**src/rtl/cpu_pkg.sv**
```systemverilog
// Shared types and constants for the instruction fetch path.
package cpu_pkg;

  typedef logic [31:0] word_t;

  localparam word_t NOP_INSTR = 32'h0000_0013;

  typedef enum logic [1:0] {
    IDLE  = 2'd0,
    FETCH = 2'd1,
    ISSUE = 2'd2
  } fetch_state_t;

  // Redirect targets are word addresses; the low two bits are dropped.
  function automatic word_t align_word(input word_t a);
    return {a[31:2], 2'b00};
  endfunction

endpackage

```
**src/rtl/pc_unit.sv**
```systemverilog
// Fetch address register: sequential increment, redirects and the pending flush target.
module pc_unit
  import cpu_pkg::*;
#(
  parameter word_t RESET_PC = 32'h0000_0000
) (
  input  logic  clk,
  input  logic  nRst,
  input  logic  i_in_fetch,
  input  logic  i_ack,
  input  logic  i_branch,
  input  word_t i_target,
  output word_t o_fetch_pc,
  output logic  o_flush
);

  word_t r_fetch_pc;
  word_t r_flush_tgt;
  logic  r_flush;
  word_t w_tgt;

  assign w_tgt      = align_word(i_target);
  assign o_fetch_pc = r_fetch_pc;
  assign o_flush    = r_flush;

  always_ff @(posedge clk) begin
    if (!nRst) begin
      r_fetch_pc  <= RESET_PC;
      r_flush_tgt <= RESET_PC;
      r_flush     <= 1'b0;
    end else if (i_in_fetch) begin
      // The request address must not move while a read is outstanding, so a
      // redirect during FETCH is parked until the ack retires the request.
      if (i_ack) begin
        r_flush <= 1'b0;
        if (i_branch)     r_fetch_pc <= w_tgt;
        else if (r_flush) r_fetch_pc <= r_flush_tgt;
        else              r_fetch_pc <= r_fetch_pc + 32'd4;
      end else if (i_branch) begin
        r_flush     <= 1'b1;
        r_flush_tgt <= w_tgt;
      end
    end else if (i_branch) begin
      r_fetch_pc <= w_tgt;
    end
  end

endmodule

```
**src/rtl/fetch_unit.sv**
```systemverilog
// Instruction fetch FSM: requests words from instruction memory and presents them to decode.
module fetch_unit
  import cpu_pkg::*;
#(
  parameter word_t RESET_PC = 32'h0000_0000
) (
  input  logic        clk,
  input  logic        nRst,
  input  logic        en,
  input  logic        stall,
  input  logic        branch_taken,
  input  logic [31:0] branch_target,
  output logic        imem_req,
  output logic [31:0] imem_addr,
  input  logic        imem_ack,
  input  logic [31:0] imem_rdata,
  output word_t       instr,
  output logic        instr_valid,
  output logic [31:0] pc
);

  fetch_state_t r_state;
  logic         r_req;
  word_t        r_instr;
  logic         r_valid;
  word_t        r_pc;
  word_t        w_fetch_pc;
  logic         w_flush;
  logic         w_in_fetch;

  assign w_in_fetch  = (r_state == FETCH);
  assign imem_req    = r_req;
  assign imem_addr   = w_fetch_pc;
  assign instr       = r_instr;
  assign instr_valid = r_valid;
  assign pc          = r_pc;

  pc_unit #(.RESET_PC(RESET_PC)) u_pc_unit (
    .clk        (clk),
    .nRst       (nRst),
    .i_in_fetch (w_in_fetch),
    .i_ack      (imem_ack),
    .i_branch   (branch_taken),
    .i_target   (branch_target),
    .o_fetch_pc (w_fetch_pc),
    .o_flush    (w_flush)
  );

  always_ff @(posedge clk) begin
    if (!nRst) begin
      r_state <= IDLE;
      r_req   <= 1'b0;
      r_instr <= NOP_INSTR;
      r_valid <= 1'b0;
      r_pc    <= RESET_PC;
    end else begin
      case (r_state)
        IDLE: begin
          if (en) begin
            r_state <= FETCH;
            r_req   <= 1'b1;
          end
        end
        FETCH: begin
          // Every ack leaves FETCH, which guarantees a request-free cycle after it.
          if (imem_ack) begin
            r_req <= 1'b0;
            if (branch_taken || w_flush) begin
              r_state <= IDLE;
            end else begin
              r_instr <= imem_rdata;
              r_pc    <= w_fetch_pc;
              r_valid <= 1'b1;
              r_state <= ISSUE;
            end
          end
        end
        ISSUE: begin
          if (branch_taken || !stall) begin
            r_valid <= 1'b0;
            if (en) begin
              r_state <= FETCH;
              r_req   <= 1'b1;
            end else begin
              r_state <= IDLE;
            end
          end
        end
        default: begin
          r_state <= IDLE;
          r_req   <= 1'b0;
          r_valid <= 1'b0;
        end
      endcase
    end
  end

endmodule

```
**config.mk**
```make
export PLATFORM = sky130hd
export DESIGN_NAME = fetch_unit
export DESIGN_NICKNAME = d
export VERILOG_FILES = /design/src/rtl/cpu_pkg.sv /design/src/rtl/pc_unit.sv /design/src/rtl/fetch_unit.sv
export SDC_FILE = /design/constraint.sdc
export NUM_CORES = 1
export LEC_CHECK = 0
export BUFFER_PORTS_ARGS = -buffer_cell sky130_fd_sc_hd__buf_2
export CORE_UTILIZATION = 50
export CTS_CLUSTER_DIAMETER = 50
export DETAILED_ROUTE_END_ITERATION = 12
export PLACE_DENSITY = 0.77
export SLEW_MARGIN = 15
export SYNTH_ARGS = -nofsm -noshare
export SYNTH_HDL_FRONTEND = slang
export SYNTH_SLANG_ARGS = --single-unit
```
**constraint.sdc**
```tcl
create_clock -name clk -period 5 [get_ports clk]
set_clock_uncertainty 0.15 [all_clocks]
set_input_delay 0.25 -clock clk [delete_from_list [all_inputs] [get_ports clk]]
set_output_delay 0.25 -clock clk [all_outputs]
set_load 0.01 [all_outputs]
```
# Yosys cells after proc, flatten, opt, wreduce, memory -nomap -nowiden
# Index checks and enable logic that the tools add are counted.
[totals] out_inout_bits=98 word_cells=52 reg_bits=131 inputBits=70
[op_classes] n_reduce_logical=13 muxes=21 addsub=1 bitwise_logic=3 eq_ne=6
[ops] op="2-to-1 mux 32 bit" count=5
[ops] op="adder 32 x 3 -> 32 bit, second input constant" count=1
[ops] op="2-to-1 mux 1 bit" count=9
[ops] op="AND reduction 3 bit" count=3
[ops] op="2-to-1 mux 2 bit" count=4
[ops] op="!= test 2 bit, second input constant" count=4
[ops] op="one-hot mux 1 bit (3 select lines)" count=2
[ops] op="one-hot mux 2 bit (3 select lines)" count=1
[ops] op="AND reduction 2 bit" count=3
[ops] op="AND reduction 4 bit" count=1
[ops] op="nonzero test 2 bit" count=2
[ops] op="inverter 1 bit" count=3
[ops] op="equality test 2 x 1 -> 1 bit, second input constant" count=1
[ops] op="equality test 2 bit, second input constant" count=1
[ops] op="logical NOT 2 bit" count=1
[ops] op="logical OR 1 bit" count=2
[ops] op="logical NOT 1 bit" count=1

# Longest topological paths before layout
# Gate-level depths: netlist of the first run.
[logic_depth] word_depth=5 mapped_depth=7 ltp_nobuf=6

# By module
# Synthesis of the first run repeated with hierarchy kept, for this count alone.
[hier_totals] cells_unflattened=763 hier_area_um2=6254.7
[modules_own_cells] mod="pc_unit" cells_per_inst=466 area_each_um2=3505.9 instances=1 seq_area_each_um2=1221.2
[modules_own_cells] mod="fetch_unit" cells_per_inst=297 area_each_um2=2748.9 instances=1 seq_area_each_um2=1361.3

# Worst setup path after synthesis of the first run
# OpenSTA, ideal clock, no wires.
[synth_timing] path_kind="reg-to-reg" startpoint="register u_pc_unit.r_fetch_pc[2], in the netlist u_pc_unit.o_fetch_pc[2]" endpoint="register u_pc_unit.r_fetch_pc[26], in the netlist u_pc_unit.o_fetch_pc[26]" path_slack_ns=2.908 t_arrival_ns=1.830 path_stages_with_launch=7 setup_time_ns=0.112 path_buffers=0 period_less_slack_ns=2.092 t_required_ns=4.738 cell_sequence="dfxtp_1 ha_1 nand3_2 nor4_4 nand3_2 mux2i_1 a2111oi_1"
[synth_via] elab_chain_len=5
[synth_lines] element="start: declaration" line_no="pc_unit.sv:17" rtl="word_t r_fetch_pc;"
[synth_lines] element="start signal: assignment" line_no="pc_unit.sv:36" rtl="if (i_branch) r_fetch_pc <= w_tgt;"
[synth_lines] element="start signal: assignment" line_no="pc_unit.sv:37" rtl="else if (r_flush) r_fetch_pc <= r_flush_tgt;"
[synth_lines] element="start signal: assignment" line_no="pc_unit.sv:38" rtl="else r_fetch_pc <= r_fetch_pc + 32'd4;"
[synth_lines] element="adder 32 x 3 -> 32 bit" line_no="pc_unit.sv:38"
[synth_lines] element="2-to-1 mux 32 bit" line_no="pc_unit.sv:37"
[synth_lines] element="2-to-1 mux 32 bit" line_no="pc_unit.sv:36"
[synth_lines] element="2-to-1 mux 32 bit" line_no="pc_unit.sv:34" rtl="if (i_ack) begin"
[synth_lines] element="2-to-1 mux 32 bit" line_no="pc_unit.sv:31" rtl="end else if (i_in_fetch) begin"
# No other way between the ends. The select of a mux whose other input is x is not followed.
# A chain may end at the register's enable or synchronous reset.

# Worst setup path in the final report of the first run
[layout_timing] startpoint="register u_pc_unit.r_fetch_pc[14], in the netlist u_pc_unit.o_fetch_pc[14]" endpoint="register u_pc_unit.r_fetch_pc[21], in the netlist u_pc_unit.o_fetch_pc[21]"
# The elaborated chain is that of the path after synthesis.

==> results by group, run 1 <==
Power and ir drop
  • Power Dens Cells: 335 mW/mm2
  • VDD IR max: 0.176 mV
  • Total design power: 2.61 mW
  • Leakage power: 3.21 nW

Clock tree
  • CTS tree: done
  • Clk pin slew, worst setup/hold paths: 0.06 ns
  • Post-CTS setup buffer count: 0
  • Clock sink count: 127
  • H-tree Lvls: 4
  • TritonCTS buffer count: 17
  • Clock root cell: clkbuf_16
  • Clk buf depth: 2
  • Clock Latency Late Sink: 0.41 ns

GRT
  • Largest net degree at the start of global routing: 69
  • Grt total ovfl: 0
  • Vias in the first global route: 5756
  • Initial antenna violation count: 0
  • GRT Util Overall: 29.2%
  • First-pass GRT wire length: 27.0 mm

Worst setup path
  • CP Max Fanout: 11
  • Critical Path AT: 2.74 ns
  • Worst Path Required: 5.10 ns
  • Critical Path Start Type: flip-flop
  • Setup crit end kind: flip-flop
  • Setup CP Type: flip-flop to flip-flop

Die
  • IO Count: 168
  • Chip width: 110 um
  • Initial Util: 52.3%
  • Die ar.: 0.0120 mm2
  • Number of core rows: 38
  • Core Region: 0.0111 mm2
  • Die Ht: 110 um

Place
  • Area after DPL: 0.00657 mm2
  • Gpl congestion: 0.844
  • Placed cells: 991
  • Pre-CTS WS: 2.03 ns
  • Port Buffers: 161
  • DPL Wire Length: 10.2 mm

Yosys
  • Asr flop ratio synth: 0%
  • Area leader, netlist: dfxtp_1
  • Post-Syn Area per Cell: 7.83 um2
  • Seq/Total Area, Yosys: 43.9%
  • #FFs+latches synth: 127
  • EDFF count, synth: 0
  • Top_reg_cell synth: dfxtp_1
  • Count of different cell masters after synthesis: 61
  • Post-Syn Area: 0.00579 mm2
  • Largest cells by area after synthesis: dfxtp_1 (44%), nand2_1 (14%), a21oi_1 (8.2%)
  • Synth top area share: 43.9%
  • Mapped Cells: 739
  • Yosys warnings: 0

Final layout
  • Fillcell total: 866
  • Fin nets: 1003
  • Finished Layout Cells: 1082
  • Most common cell after layout, fill and taps aside: nand2_1
  • Ant. Diodes: 0
  • Finished Cell Area: 0.00778 mm2
  • Final core utilization: 70.2%
  • Area delta synth->final: 34.3%
  • Layout cells sized above 1: 22.5%
  • Commonest non-fill, non-tap cells in the layout: nand2_1 (219), buf_2 (161), dfxtp_1 (127)

Detailed routing
  • Via-to-Cell Ratio: 5.65
  • Wirelength, routed: 17.3 mm
  • DRC: 0
  • Pre-antenna DRT Iters: 7
  • WL/cell: 16.0 um
  • Final ANT Viol Nets: 0
  • Total number of vias: 6111
  • DR iter-0 viols: 507

Timing
  • Final hold viol count: 0
  • Final Max Slew Viols: 0
  • TNS Setup: 0 ns
  • Fin crit period: 2.64 ns
  • Final hold slack: 0.0476 ns
  • Slew HR: 18.3%
  • Unrepaired setup endpoints after global routing: no
  • Fmax: 379 MHz
  • Worst Setup Slack, final: 2.36 ns
  • Final setup viols: 0
  • Final period utilization: 52.8%
  • Slew @ Worst Pin: 1.22 ns

Run
  • Max Cap Violations: 0

Run status
  • Status: finished, final reports clean

Worst hold path
  • Worst Hold Class: input pin to flip-flop
[timing repair]
| item | 4_1_cts | 5_1_grt |
|---|---|---|
| setup endpoints to repair | 0 | 0 |
| resized for setup | 0 | 0 |
| hold endpoints to repair | 66 | 0 |
| hold buffers | 62 | 0 |
[where the power goes]
group / switching [mW] / internal, mW / total, mW
sequential: 0.0470 / 1.05 / 1.09
combinational: 0.159 / 0.130 / 0.289
clock: 0.424 / 0.799 / 1.22
[routing by layer]
layer / track usage, % / up-vias / share of wire [%]
met2: 51.6 / 320 / 49
met5: 0 / - / 0
met3: 6.82 / 40 / 8.1
met1: 34.3 / 2840 / 41
li1: - / 2911 / -
met4: 10.9 / 0 / 2.0
[kinds of logic after synthesis]
family,synth area share (%)
mux,1.66
simple gates,23.3
xor+xnor,1.82
other cells,0.0648
fa+ha+maj,0.216
compound gates,23.8
flops,43.9
buf+inv,5.21
[flip-flops by register name, indices dropped and copies added, names as in the netlist]
signal	flops
imem_req	1
instr	32
instr_valid	1
pc	30
r_state	2
u_pc_unit.o_fetch_pc	30
u_pc_unit.o_flush	1
u_pc_unit.r_flush_tgt	30
[final timing paths]
| check | slack [ns] | depth (start not counted) | endpoint | start |
|---|---|---|---|---|
| worst min-delay path | 0.05 | 3 | r_state[1]$_SDFFE_PN0P_ | stall |
| worst max register to register | 2.36 | 5 | u_pc_unit.o_fetch_pc[21]$_SDFFE_PN0P_ | u_pc_unit.o_fetch_pc[14]$_SDFFE_PN0P_ |
| worst max-delay path | 2.36 | 5 | u_pc_unit.o_fetch_pc[21]$_SDFFE_PN0P_ | u_pc_unit.o_fetch_pc[14]$_SDFFE_PN0P_ |
| worst min register to register | 0.30 | 2 | pc[18]$_SDFFE_PN0P_ | pc[18]$_SDFFE_PN0P_ |
[worst max-delay path, stage by stage, from the launching register on]
cell and delay (ns):
dfxtp_1 0.50, nand4_1 0.33, nor4_4 0.67, mux2_1 0.39, a222oi_1 0.32, a21oi_1 0.11
[synthesized netlist by cell type (2+ instances only)]
| cell | n |
|---|---|
| o211ai_1 | 3 |
| buf_4 | 4 |
| nor4_4 | 2 |
| a31oi_1 | 5 |
| o21ai_1 | 7 |
| a22oi_1 | 3 |
| a211oi_1 | 2 |
| o21a_1 | 5 |
| inv_1 | 8 |
| nand2_1 | 220 |
| buf_6 | 2 |
| a211oi_2 | 2 |
| clkbuf_1 | 40 |
| mux2i_1 | 6 |
| o211a_1 | 3 |
| a21oi_1 | 95 |
| and3b_1 | 2 |
| a221o_1 | 2 |
| nand2b_1 | 4 |
| o21ai_0 | 42 |
| nand3_1 | 10 |
| and3_1 | 8 |
| nor4_1 | 2 |
| nor3_1 | 8 |
| nand4_1 | 11 |
| dfxtp_1 | 127 |
| a221oi_1 | 4 |
| o2111a_1 | 2 |
| buf_2 | 13 |
| a21boi_0 | 5 |
| a21boi_1 | 32 |
| nand3_2 | 2 |
| and2_1 | 4 |
| a21o_1 | 8 |
| nor2_1 | 10 |
| xnor2_1 | 10 |
| xor2_1 | 2 |
[area by class of cell]
| class | instances | area, um2 | share of cell area, % |
|---|---|---|---|
| sequential | 127 | 2540 | 32.7 |
| inverter | 9 | 33.8 | 0.434 |
| multi-input combinational | 547 | 2970 | 38.2 |
| tap | 140 | 175 | 2.25 |
| timing repair buffer | 230 | 1480 | 19.0 |
| clock buffer | 22 | 464 | 5.97 |
| clock inverter | 7 | 113 | 1.45 |
(Power assumes the default switching activity.)
==> inputs of run 2 (changes only) <==
--- a/config.mk
+++ b/config.mk
@@ -6,10 +6,10 @@
 export NUM_CORES = 1
 export LEC_CHECK = 0
 export BUFFER_PORTS_ARGS = -buffer_cell sky130_fd_sc_hd__buf_2
-export CORE_UTILIZATION = 50
+export CORE_UTILIZATION = 47
 export CTS_CLUSTER_DIAMETER = 50
 export DETAILED_ROUTE_END_ITERATION = 12
-export PLACE_DENSITY = 0.77
+export PLACE_DENSITY = 0.76
 export SLEW_MARGIN = 15
 export SYNTH_ARGS = -nofsm -noshare
 export SYNTH_HDL_FRONTEND = slang
==> constraint.sdc (replaced) <==
create_clock -name clk -period 2.2 [get_ports clk]
set_clock_uncertainty 0.15 [all_clocks]
set_input_delay 0.11 -clock clk [delete_from_list [all_inputs] [get_ports clk]]
set_output_delay 0.11 -clock clk [all_outputs]
set_load 0.01 [all_outputs]
==> run 2 against run 1 <==
  * First-iteration DRC count down 4.9%
  * Count of clock-buffer cells in the layout down 4
  * Register-to-register slack worse by 2.2 ns
  * Sequential share of layout area down 1.5 points
  * Die area up 6.3%
  * Worst hold slack better by 0.0065 ns
  * Routed wire length down 2.8%
  * Highest routed layer unchanged
==> results by group, run 2 (synthesis gave the netlist of run 1 again) <==
Clock tree
  • Clock Latency Late Sink: 0.42 ns (about the same)
  • Post-CTS setup buffer count: 0 (unchanged)
  • H-tree Lvls: 4 (unchanged)
  • Clock root cell: clkbuf_16
  • Clk buf depth: 2 (unchanged)
  • TritonCTS buffer count: 17 (unchanged)
  • Clock sink count: 127 (unchanged)
  • Clk pin slew, worst setup/hold paths: 0.06 ns (about the same)
  • CTS tree: done

Power and ir drop
  • Leakage power: 3.44 nW (+7.0%)
  • Power Dens Cells: 737 mW/mm2 (+120%)
  • VDD IR max: 0.555 mV (+220%)

Die
  • Number of core rows: 40 (+5.3%)
  • Chip width: 113 um (+3.1%)
  • Die ar.: 0.0128 mm2 (+6.3%)
  • Initial Util: 48.2% (-4.1 points)
  • IO Count: 168 (unchanged)
  • Core Region: 0.0120 mm2 (+8.4%)
  • Die Ht: 113 um (+3.1%)

Run
  • Max Cap Violations: 0 (unchanged)

Run status
  • Status: finished, final reports clean

Worst setup path
  • CP cell instances: buf_4, inv_1, nor3_1, a221o_1, o21ai_1, a211oi_2
  • CP max stage delay: 0.55 ns (-0.12 ns)
  • Setup crit end kind: flip-flop
  • Critical Path Start Type: flip-flop
  • Critical Path AT: 2.26 ns (-0.48 ns)
  • Critical Path Slowest Stage Cell: nor3_1
  • CP Max Fanout: 7 (-4)
  • Worst Path Required: 2.39 ns (-2.71 ns)
  • Setup CP Type: flip-flop to flip-flop

Timing
  • Fin crit period: 2.07 ns (-0.571 ns)
  • Final setup viols: 0 (unchanged)
  • Slew @ Worst Pin: 0.651 ns (-0.572 ns)
  • Final Max Slew Viols: 0 (unchanged)
  • Slew HR: 56.3% (+38 points)
  • Worst Setup Slack, final: 0.130 ns (-2.23 ns)
  • Fmax: 483 MHz (+28%)
  • Final hold slack: 0.0541 ns (+0.00651 ns)
  • Unrepaired setup endpoints after global routing: no
  • Final hold viol count: 0 (unchanged)
  • TNS Setup: 0 ns (unchanged)
  • Final period utilization: 94.1% (+41 points)

Final layout
  • Area of the multi-input gates: 0.00297 mm2 (about the same)
  • Max reg flops: 32 (unchanged)
  • Commonest non-fill, non-tap cells in the layout: nand2_1 (219), buf_2 (161), dfxtp_1 (126)
  • Fillcell total: 966 (+12%)
  • Layout cells sized above 1: 26.0% (+3.5 points)
  • Fin nets: 1046 (+4.3%)
  • Ant. Diodes: 0 (unchanged)
  • Area delta synth->final: 41.1%
  • Most common cell after layout, fill and taps aside: nand2_1
  • Final core utilization: 68.0% (-2.2 points)
  • Flip-flop and latch area: 0.00254 mm2 (about the same)

Detailed routing
  • DR iter-0 viols: 482 (-4.9%)
  • Total number of vias: 6137 (+0.43%)
  • Final ANT Viol Nets: 0 (unchanged)
  • Pre-antenna DRT Iters: 5 (-2)
  • Via-to-Cell Ratio: 5.41 (-4.3%)
  • DRC: 0 (unchanged)
  • WL/cell: 14.9 um (-7.3%)
  • Wirelength, routed: 16.9 mm (-2.8%)

Place
  • Port Buffers: 161 (unchanged)
  • Pre-CTS WS: 0.159 ns (-1.87 ns)
  • Gpl congestion: 0.896 (+6.2%)
  • DPL Wire Length: 10.7 mm (+4.2%)

GRT
  • Grt total ovfl: 0 (unchanged)
  • Largest net degree at the start of global routing: 38 (-45%)
  • Vias in the first global route: 5693 (-1.1%)
  • Initial antenna violation count: 0 (unchanged)
  • GRT Util Overall: 26.8% (-2.4 points)
  • First-pass GRT wire length: 27.2 mm (+0.64%)

Worst hold path
  • Worst Hold Class: input pin to flip-flop
[run 2: cell types whose count changed in the layout (fill, tap and decap cells not counted), sizes merged]
cell | before | now
clkinv | 4 | 9
clkinvlp | 1 | 2
dlygate4sd3 | 62 | 67
buf | 168 | 206
clkbuf | 22 | 18
inv | 8 | 9
[run 2: layer usage]
metal | GRT usage (%) | up-vias | share of wire, % | routed length, um
li1 | - | 3017 | - | -
met1 | 33.3 | 2848 | 44 | 7440
met2 | 44.6 | 235 | 47 | 7920
met3 | 5.84 | 37 | 6.2 | 1040
met4 | 11.9 | 0 | 2.7 | 462
met5 | 0 | - | 0 | 0
[run 2: final timing paths]
kind | start | to | slack, ns | cells past startpoint
worst max-delay path | u_pc_unit.o_flush$_SDFFE_PN0P_ | u_pc_unit.o_fetch_pc[25]$_SDFFE_PN0P_ | 0.13 | 6
worst max register to register | u_pc_unit.o_flush$_SDFFE_PN0P_ | u_pc_unit.o_fetch_pc[25]$_SDFFE_PN0P_ | 0.13 | 6
worst min register to register | instr[30]$_SDFFE_PN0P_ | instr[30]$_SDFFE_PN0P_ | 0.30 | 2
worst min-delay path | nRst | u_pc_unit.o_fetch_pc[31]$_SDFFE_PN0P_ | 0.05 | 3
[run 2: power breakdown]
group | total (mW) | leakage [nW] | internal, mW | switching [mW]
combinational | 0.760 | 2.11 | 0.352 | 0.408
sequential | 2.44 | 1.03 | 2.38 | 0.0639
clock | 2.82 | 0.290 | 1.78 | 1.04
[run 2: final cells by class]
class                   instances  share of cell area (%)
well taps                     147                    2.25
inverters                       9                   0.414
multi-input cells             547                    36.3
flip-flops and latches        127                    31.1
clock inverters                14                    2.07
repair buffers                273                    22.5
clock buffers                  18                    5.26
[run 2: worst max-delay path: cells and delay by family (launching register included)]
| kind | cells | cell delay, ns |
|---|---|---|
| AO/OA/AOI/OAI | 3 | 0.62 |
| AND/OR/NAND/NOR | 1 | 0.55 |
| flip-flops | 1 | 0.41 |
| buffers and inverters | 2 | 0.25 |
[run 2: through the flow]
stage / cells / total power, mW / area, um2
after floorplan: 742 / 2.86 / 5800
after global placement: 1036 / 3.14 / 6890
after detailed placement: 1036 / 3.14 / 6890
after CTS: 1135 / 6.04 / 8160
after global routing: 1135 / 6.24 / 8170
final: 1135 / 6.02 / 8170
[run 2: repair_timing]
item                                    CTS  global route
hold endpoints to repair                 91             0
endpoints found under the setup margin    0             2
gates resized for setup                   0             2
hold buffers                             67             0
